`config.mk`:
```
export PLATFORM = sky130hd
export DESIGN_NAME = eig_sched
export DESIGN_NICKNAME = d
export VERILOG_FILES = /design/src/rtl/eig_sched_pkg.sv /design/src/rtl/rr_arb2.sv /design/src/rtl/eig_sched.sv
export SDC_FILE = /design/constraint.sdc
export NUM_CORES = 1
export LEC_CHECK = 0
export ABC_CLOCK_PERIOD_IN_PS = 4500
export CAP_MARGIN = 20
export CELL_PAD_IN_SITES_DETAIL_PLACEMENT = 1
export CELL_PAD_IN_SITES_GLOBAL_PLACEMENT = 1
export CORE_AREA = 2 2 201 203
export DETAILED_ROUTE_END_ITERATION = 7
export DIE_AREA = 0 0 203 205
export PLACE_DENSITY = 0.7
export SYNTH_ARGS = -nofsm -noshare
export SYNTH_HDL_FRONTEND = slang
export SYNTH_SLANG_ARGS = --single-unit
```
`constraint.sdc`:
```
create_clock -name clk -period 4.5 [get_ports clk]
set_input_delay 0.9 -clock clk [delete_from_list [all_inputs] [get_ports clk]]
set_output_delay 0.9 -clock clk [all_outputs]
set_load 0.02 [all_outputs]
```
`src/rtl/eig_sched_pkg.sv`:
```
// Shared definitions for the eigenvalue-unit sequencer: FSM state encoding,
// bit offsets of the four matrix fields inside a packed request, the
// IEEE-754 single-precision exponent constants and the default unit latency.
package eig_sched_pkg;

    typedef enum logic [1:0] {
        IDLE = 2'd0,
        RUN  = 2'd1,
        DONE = 2'd2
    } state_e;

    // Packed matrix {a1,a2,a3,a4}, a1 in the top word.
    localparam int MAT_A1_LSB = 96;
    localparam int MAT_A2_LSB = 64;
    localparam int MAT_A3_LSB = 32;
    localparam int MAT_A4_LSB = 0;
    localparam int FP_W       = 32;

    localparam logic [7:0] FP_EXP_MAX  = 8'hFF;
    localparam int         LATENCY_DEF = 50;

    // True when a single-precision exponent field marks NaN or Inf.
    function automatic logic fp_exp_is_max(input logic [7:0] exp_f);
        return (exp_f == FP_EXP_MAX);
    endfunction

endpackage

```
`src/rtl/rr_arb2.sv`:
```
// Two-way round-robin arbiter.
// Ports:
//   clk_i  - clock, rising edge
//   rst_i  - synchronous active-high reset (priority back to requester 0)
//   req_i  - request vector, bit N = requester N valid
//   en_i   - grants allowed this cycle
//   upd_i  - a grant is being accepted this cycle; priority moves to the loser
//   gnt_o  - one-hot (or zero) grant, combinational on req_i
module rr_arb2 (
    input  logic       clk_i,
    input  logic       rst_i,
    input  logic [1:0] req_i,
    input  logic       en_i,
    input  logic       upd_i,
    output logic [1:0] gnt_o
);

    logic prio_q;
    logic prio_d;

    // Grant the priority holder if it asks, otherwise the other requester.
    always_comb begin
        gnt_o = 2'b00;
        if (en_i) begin
            if (prio_q) begin
                gnt_o[1] = req_i[1];
                gnt_o[0] = req_i[0] & ~req_i[1];
            end else begin
                gnt_o[0] = req_i[0];
                gnt_o[1] = req_i[1] & ~req_i[0];
            end
        end else begin
            gnt_o = 2'b00;
        end
    end

    // After an accept the requester that did not win gets priority:
    // winner 0 -> prio 1, winner 1 -> prio 0, i.e. prio follows gnt_o[0].
    always_comb begin
        prio_d = prio_q;
        if (upd_i) begin
            prio_d = gnt_o[0];
        end else begin
            prio_d = prio_q;
        end
    end

    // Priority register.
    always_ff @(posedge clk_i) begin
        if (rst_i) begin
            prio_q <= 1'b0;
        end else begin
            prio_q <= prio_d;
        end
    end

endmodule

```
`src/rtl/eig_sched.sv`:
```
// Sequencer and two-requester arbiter in front of the shared 2x2 eigenvalue
// unit. A granted matrix is latched onto the unit's operand bus and held for
// LATENCY cycles, then the unit outputs are captured and returned, tagged
// with the requester id, through a valid/ready result port.
// Ports:
//   clk, rst                       - clock, synchronous active-high reset
//   reqN_valid/reqN_ready/reqN_mat - requester N matrix handshake (N=0,1)
//   eu_a1..eu_a4                   - operands to the eigenvalue unit
//   eu_v1, eu_v2                   - eigenvalue unit results
//   res_valid/res_ready            - result handshake
//   res_v1, res_v2, res_id, res_nan- captured result, owner, NaN/Inf flag
//   busy                           - a matrix is in flight or being returned
module eig_sched
    import eig_sched_pkg::*;
#(
    parameter int LATENCY = LATENCY_DEF,
    parameter int CNT_W   = 6
) (
    input  logic         clk,
    input  logic         rst,
    input  logic         req0_valid,
    output logic         req0_ready,
    input  logic [127:0] req0_mat,
    input  logic         req1_valid,
    output logic         req1_ready,
    input  logic [127:0] req1_mat,
    output logic [31:0]  eu_a1,
    output logic [31:0]  eu_a2,
    output logic [31:0]  eu_a3,
    output logic [31:0]  eu_a4,
    input  logic [31:0]  eu_v1,
    input  logic [31:0]  eu_v2,
    output logic         res_valid,
    input  logic         res_ready,
    output logic [31:0]  res_v1,
    output logic [31:0]  res_v2,
    output logic         res_id,
    output logic         res_nan,
    output logic         busy
);

    localparam logic [CNT_W-1:0] CNT_LAST = CNT_W'(LATENCY - 1);

    state_e           state_q;
    logic [CNT_W-1:0] cnt_q;
    logic [31:0]      eu_a1_q, eu_a2_q, eu_a3_q, eu_a4_q;
    logic             id_q;
    logic             res_valid_q;
    logic [31:0]      res_v1_q, res_v2_q;
    logic             res_id_q;
    logic             res_nan_q;
    logic             busy_q;

    logic [1:0]   gnt_s;
    logic         idle_s;
    logic         accept_s;
    logic         win_s;
    logic [127:0] mat_s;

    assign idle_s   = (state_q == IDLE);
    assign accept_s = gnt_s[0] | gnt_s[1];
    assign win_s    = gnt_s[1];
    assign mat_s    = win_s ? req1_mat : req0_mat;

    rr_arb2 u_arb (
        .clk_i (clk),
        .rst_i (rst),
        .req_i ({req1_valid, req0_valid}),
        .en_i  (idle_s),
        .upd_i (accept_s),
        .gnt_o (gnt_s)
    );

    assign req0_ready = gnt_s[0];
    assign req1_ready = gnt_s[1];
    assign eu_a1      = eu_a1_q;
    assign eu_a2      = eu_a2_q;
    assign eu_a3      = eu_a3_q;
    assign eu_a4      = eu_a4_q;
    assign res_valid  = res_valid_q;
    assign res_v1     = res_v1_q;
    assign res_v2     = res_v2_q;
    assign res_id     = res_id_q;
    assign res_nan    = res_nan_q;
    assign busy       = busy_q;

    // Sequencer FSM with its operand, counter and result registers.
    always_ff @(posedge clk) begin
        if (rst) begin
            state_q     <= IDLE;
            cnt_q       <= {CNT_W{1'b0}};
            eu_a1_q     <= 32'h0;
            eu_a2_q     <= 32'h0;
            eu_a3_q     <= 32'h0;
            eu_a4_q     <= 32'h0;
            id_q        <= 1'b0;
            res_valid_q <= 1'b0;
            res_v1_q    <= 32'h0;
            res_v2_q    <= 32'h0;
            res_id_q    <= 1'b0;
            res_nan_q   <= 1'b0;
            busy_q      <= 1'b0;
        end else begin
            case (state_q)
                IDLE: begin
                    if (accept_s) begin
                        eu_a1_q <= mat_s[MAT_A1_LSB +: FP_W];
                        eu_a2_q <= mat_s[MAT_A2_LSB +: FP_W];
                        eu_a3_q <= mat_s[MAT_A3_LSB +: FP_W];
                        eu_a4_q <= mat_s[MAT_A4_LSB +: FP_W];
                        id_q    <= win_s;
                        cnt_q   <= {CNT_W{1'b0}};
                        state_q <= RUN;
                        busy_q  <= 1'b1;
                    end
                end
                RUN: begin
                    // cnt reaches LATENCY-1 on the LATENCY-th edge after accept,
                    // which is when the unit output is trustworthy.
                    if (cnt_q == CNT_LAST) begin
                        res_v1_q    <= eu_v1;
                        res_v2_q    <= eu_v2;
                        res_nan_q   <= fp_exp_is_max(eu_v1[30:23]) |
                                       fp_exp_is_max(eu_v2[30:23]);
                        res_id_q    <= id_q;
                        res_valid_q <= 1'b1;
                        state_q     <= DONE;
                    end else begin
                        cnt_q <= cnt_q + {{(CNT_W-1){1'b0}}, 1'b1};
                    end
                end
                DONE: begin
                    if (res_ready) begin
                        res_valid_q <= 1'b0;
                        state_q     <= IDLE;
                        busy_q      <= 1'b0;
                    end
                end
                default: begin
                    state_q     <= IDLE;
                    res_valid_q <= 1'b0;
                    busy_q      <= 1'b0;
                end
            endcase
        end
    end

endmodule
```
# Yosys cells after proc, flatten, opt, wreduce, memory -nomap -nowiden
# Cells that the tools add are included.
[word_totals] register_bits=206
[classes] mux=15 n_addsub=1 reduce_logical=8 n_bitwise=8 eq_ne=9
[ops] cell="two-way mux 128 bit" n=1
[ops] cell="== test 8 bit, second input constant" n=2
[ops] cell="two-way mux 6 bit" n=2
[ops] cell="one-hot mux 6 bit (2 select lines)" n=1
[ops] cell="AND reduction 3 bit" n=4
[ops] cell="two-way mux 2 bit" n=5
[ops] cell="adder 6 x 1 -> 6 bit, second input constant" n=1
[ops] cell="== test 6 bit, second input constant" n=1
[ops] cell="inequality test 2 bit, second input constant" n=3
[ops] cell="one-hot mux 1 bit (3 select lines)" n=2
[ops] cell="one-hot mux 2 bit (3 select lines)" n=1
[ops] cell="NOT 1 bit" n=4
[ops] cell="AND reduction 2 bit" n=2
[ops] cell="two-way mux 1 bit" n=3
[ops] cell="AND 1 bit" n=2
[ops] cell="== test 2 x 1 -> 1 bit, second input constant" n=1
[ops] cell="== test 2 bit, second input constant" n=1
[ops] cell="logical NOT 2 bit" n=1
[ops] cell="inequality test 2 x 1 -> 1 bit, second input constant" n=1
[ops] cell="bitwise OR 1 bit" n=2
[ops] cell="nonzero test 2 bit" n=1

# Longest topological paths before layout
[depth] depth_word=7 depth_mapped=8 depth_no_buf=5

# By module
# A second synthesis with hierarchy kept.
[hier_totals] cells_unflattened=936 hier_area_um2=9123.8
[by_module_without_submodules] mod="eig_sched" area_per_inst_um2=9057.4 instances=1 cells_per_inst=927
[by_module_without_submodules] mod="rr_arb2" area_per_inst_um2=66.3 instances=1 cells_per_inst=9

# Worst setup path before layout
# No wires, ideal clock.
[synth_path] path_type="input -> output" startpoint="in req1_valid" endpoint="out req0_ready" path_slack_ns=2.082 stages=4 path_buffers=1 arrival_ns=1.518 path_cell_list="a211oi_1 > nand2_1 > inv_2 > buf_2"
[synth_between] elab_chain_cells=4
[synth_rtl] element="from (decl)" line_no="eig_sched.sv:24" rtl="input logic req1_valid,"
[synth_rtl] element="NOT 1 bit" line_no="rr_arb2.sv:27" rtl="gnt_o[0] = req_i[0] & ~req_i[1];"
[synth_rtl] element="AND 1 bit" line_no="rr_arb2.sv:27"
[synth_rtl] element="two-way mux 2 bit" line_no="rr_arb2.sv:25" rtl="if (prio_q) begin"
[synth_rtl] element="two-way mux 2 bit" line_no="rr_arb2.sv:24" rtl="if (en_i) begin"
[synth_rtl] element="to (decl)" line_no="eig_sched.sv:22" rtl="output logic req0_ready,"
# Every way passes these cells.

# Final worst setup path
# Same ends and word-level chain as after synthesis.

==> results.toml <==
[run_status]
outcome = "finished, final reports clean"

[clock_network]
clockBufferDepth = 3
cts_setup_buffers = 0
cts_root_buf = "clkbuf_16"
cts_htree_levels = 1
cts_tree = "yes"
cts_hold_buf = 0
path_clk_slew_ns = 0.05
clock-sinks = 206
clk_latency_ns = 0.53
cts_resized = 0
cts_buffers = 26

[layout]
final_cell_mix = "521 x clkdlybuf4s50_1, 262 x nand2_1, 206 x dfxtp_1, 201 x a21oi_1, 138 x nor2_1"
fillerInstances = 4628
fin_nets = 1867
n_antenna_cell = 0
area_delta_synth_final_pct = 76.8
drive_gt1_share_pct = 3.72
post-route-util_pct = 37.5
final_common_cell = "clkdlybuf4s50_1"

[sta]
tns_ns = 0
finalMaxSlewViolations = 0
layout_min_cycle_time_ns = 3.52
period_share_pct = 78.2
rsz0062_at_grt = "no"
finalClockSkew_ns = 0.00944
relSlewSlack_pct = 34.8
hold_viol = 0
finalSetupViolations = 0
worst_slew_pin_slew_ns = 0.979
finalWorstSetupSlack_ns = 0.983
timing.fmax_ghz = 0.284

[hold_path]
hold_depth = 2
hold_path_end = "res_v2[22]$_SDFFE_PP0P_"
hp-start = "res_v2[22]$_SDFFE_PP0P_"
hold_class = "reg2reg"

[floorplanning]
initial_core_util_pct = 21.2
dieArea_um2 = 41600
die_x_um = 203
core_area_um2 = 39400
die_height_um = 205
placementRows = 73
pin_count = 523

[power_and_ir_drop]
ir_drop_mv = 0.247
p_leak_nw = 5.11
finalPower_mw = 5.13
p_per_area_nw_per_um2 = 348

[setup_path]
startpoint_type = "input pin"
crit_fanout = 4
critical_path.slowest_cell = "clkdlybuf4s50_1"
reg2reg_to = "eu_a4[18]$_SDFFE_PP0P_"
critical_path_class = "in2out"
cp-end-kind = "output pin"
reg2reg_depth = 6
max_stage_delay_ns = 0.60
reg2reg_slack_ns = 1.65
path_common_cell = "clkdlybuf4s50_1"
critPathArrivalTime_ns = 2.62
crit_required_ns = 3.60
crit_chain = "clkdlybuf4s50_1 -> a211oi_1 -> nand2_4 -> inv_4 -> clkdlybuf4s50_1"
reg2reg_from = "state_q[0]$_SDFFE_PP0P_"

[route]
top_layer = "met5"
firstDrtPassIters = 4
drt_iter0_markers = 360
wl_met3_um = 2780
vias = 9622
wl_um = 39900
wl_per_cell_um = 19.1
wl_met2_um = 19900
drt-met1-wl_um = 15900
detail-route-antenna-nets = 0
drc = 0
vias_per_cell = 4.62

[logic_synthesis]
synthTopCellsByArea = "dfxtp_1 49%, a21oi_1 12%, nand2_1 12%, a211oi_1 12%, nor2_1 6.2%"
syn_inst = 1074
synth_xor_area_share_pct = 0.210
netlist_area_um2 = 8360
ys_warn_count = 0
muxShareOfSynthArea_pct = 0
syn_nets = 1401
yosys.area.top_type_share_pct = 49.4
synth-compound-area-share_pct = 24.3
yosysTopAreaCell = "dfxtp_1"
yosys.area_share.simple_pct = 20.2
ys_seq_area_share_pct = 49.4
syn_avg_cell_area_um2 = 7.78
ys_seq_elements = 206
synth_cell_types = 32
synth_adder_area_share_pct = 0.299
synth_top_family_by_area = "compound AO/OA/AOI/OAI gates"

[global_routing]
grt_max_degree = 130
grt_pass1_wl_um = 59200
antenna_found_initial = 2
grt_usage_pct = 18.1
grt-ovfl-total = 0
grt_pass1_vias = 10200

[place]
place_ws_ns = 0.823
hpwlAfterDp_um = 28100
portBuffers = 522
gp_congestion = 0.776

[run]
cap_violations = 0
==> layout make-up <==
type	count	area [um2]	area share, %
Clock buffer	43	816	5.52
Clock inverter	3	42.5	0.288
Inverter	5	23.8	0.161
Multi-Input combinational cell	768	3770	25.5
Sequential cell	206	4120	27.9
Tap cell	525	657	4.45
Timing Repair Buffer	533	5330	36.1
==> flip-flops by register name, indices dropped and copies added (netlist names), 2 cells and up <==
| register | count |
|---|---|
| res_v2 | 32 |
| cnt_q | 6 |
| state_q | 2 |
| eu_a4 | 32 |
| eu_a3 | 32 |
| eu_a1 | 32 |
| res_v1 | 32 |
| eu_a2 | 32 |
==> where the power goes <==
group / internal (mW) / switching (mW)
clock: 1.28 / 0.832
sequential: 1.94 / 0.0660
combinational: 0.532 / 0.486
==> synth_stat cells (all sizes together) <==
cell and n:
a211oi 130, a21o 1, a21oi 201, a2bb2oi 1
a311o 1, a31oi 1, and2 1, and4b 1
buf 49, clkbuf 46, dfxtp 206, ha 2
inv 5, nand2 263, nand2b 2, nand3 3
nand4 4, nand4b 2, nor2 139, nor3 5
nor4bb 1, o21ai 3, or2 1, or3 4
xnor2 2
==> metrics by stage <==
step                      area (um2)  hold WS, ns  std cells
final                          14800        0.453       2083
after global routing           14800        0.478       2083
after CTS                      14800        0.456       2083
after detailed placement       13900        0.448       2037
after global placement         13900        0.442       2037
after floorplan                 8360        0.432       1074
==> critical path, delay by kind of cell <==
family	cells	cell delay, ns
compound gates	1	0.43
buf+inv	3	1.18
simple gates	1	0.11
==> how the worst max path moves through the flow <==
stage	from	end	slack, ns	cells after the start
2_1_floorplan	req1_valid	req0_ready	2.08	4
3_3_place_gp	req1_valid	eu_a4[9]$_SDFFE_PP0P_	0.89	7
3_5_place_dp	req1_valid	eu_a2[4]$_SDFFE_PP0P_	0.82	7
4_1_cts	req1_valid	req0_ready	0.98	5
5_1_grt	req1_valid	req0_ready	0.90	5
6_report	req1_valid	req0_ready	0.98	5
==> layer usage <==
layer	up-vias	GRT usage [%]
li1	4588	-
met1	4619	20.7
met2	333	32.3
met3	78	4.82
met4	4	6.44
met5	-	0
==> logic make-up after synthesis <==
logic type,after synthesis
AND/OR/NAND/NOR,426
buffers and inverters,100
flip-flops,206
AO/OA/AOI/OAI,338
XOR/XNOR,2
adder cells (fa/ha/maj),2
Note: power is estimated with default switching activity, not from simulation.
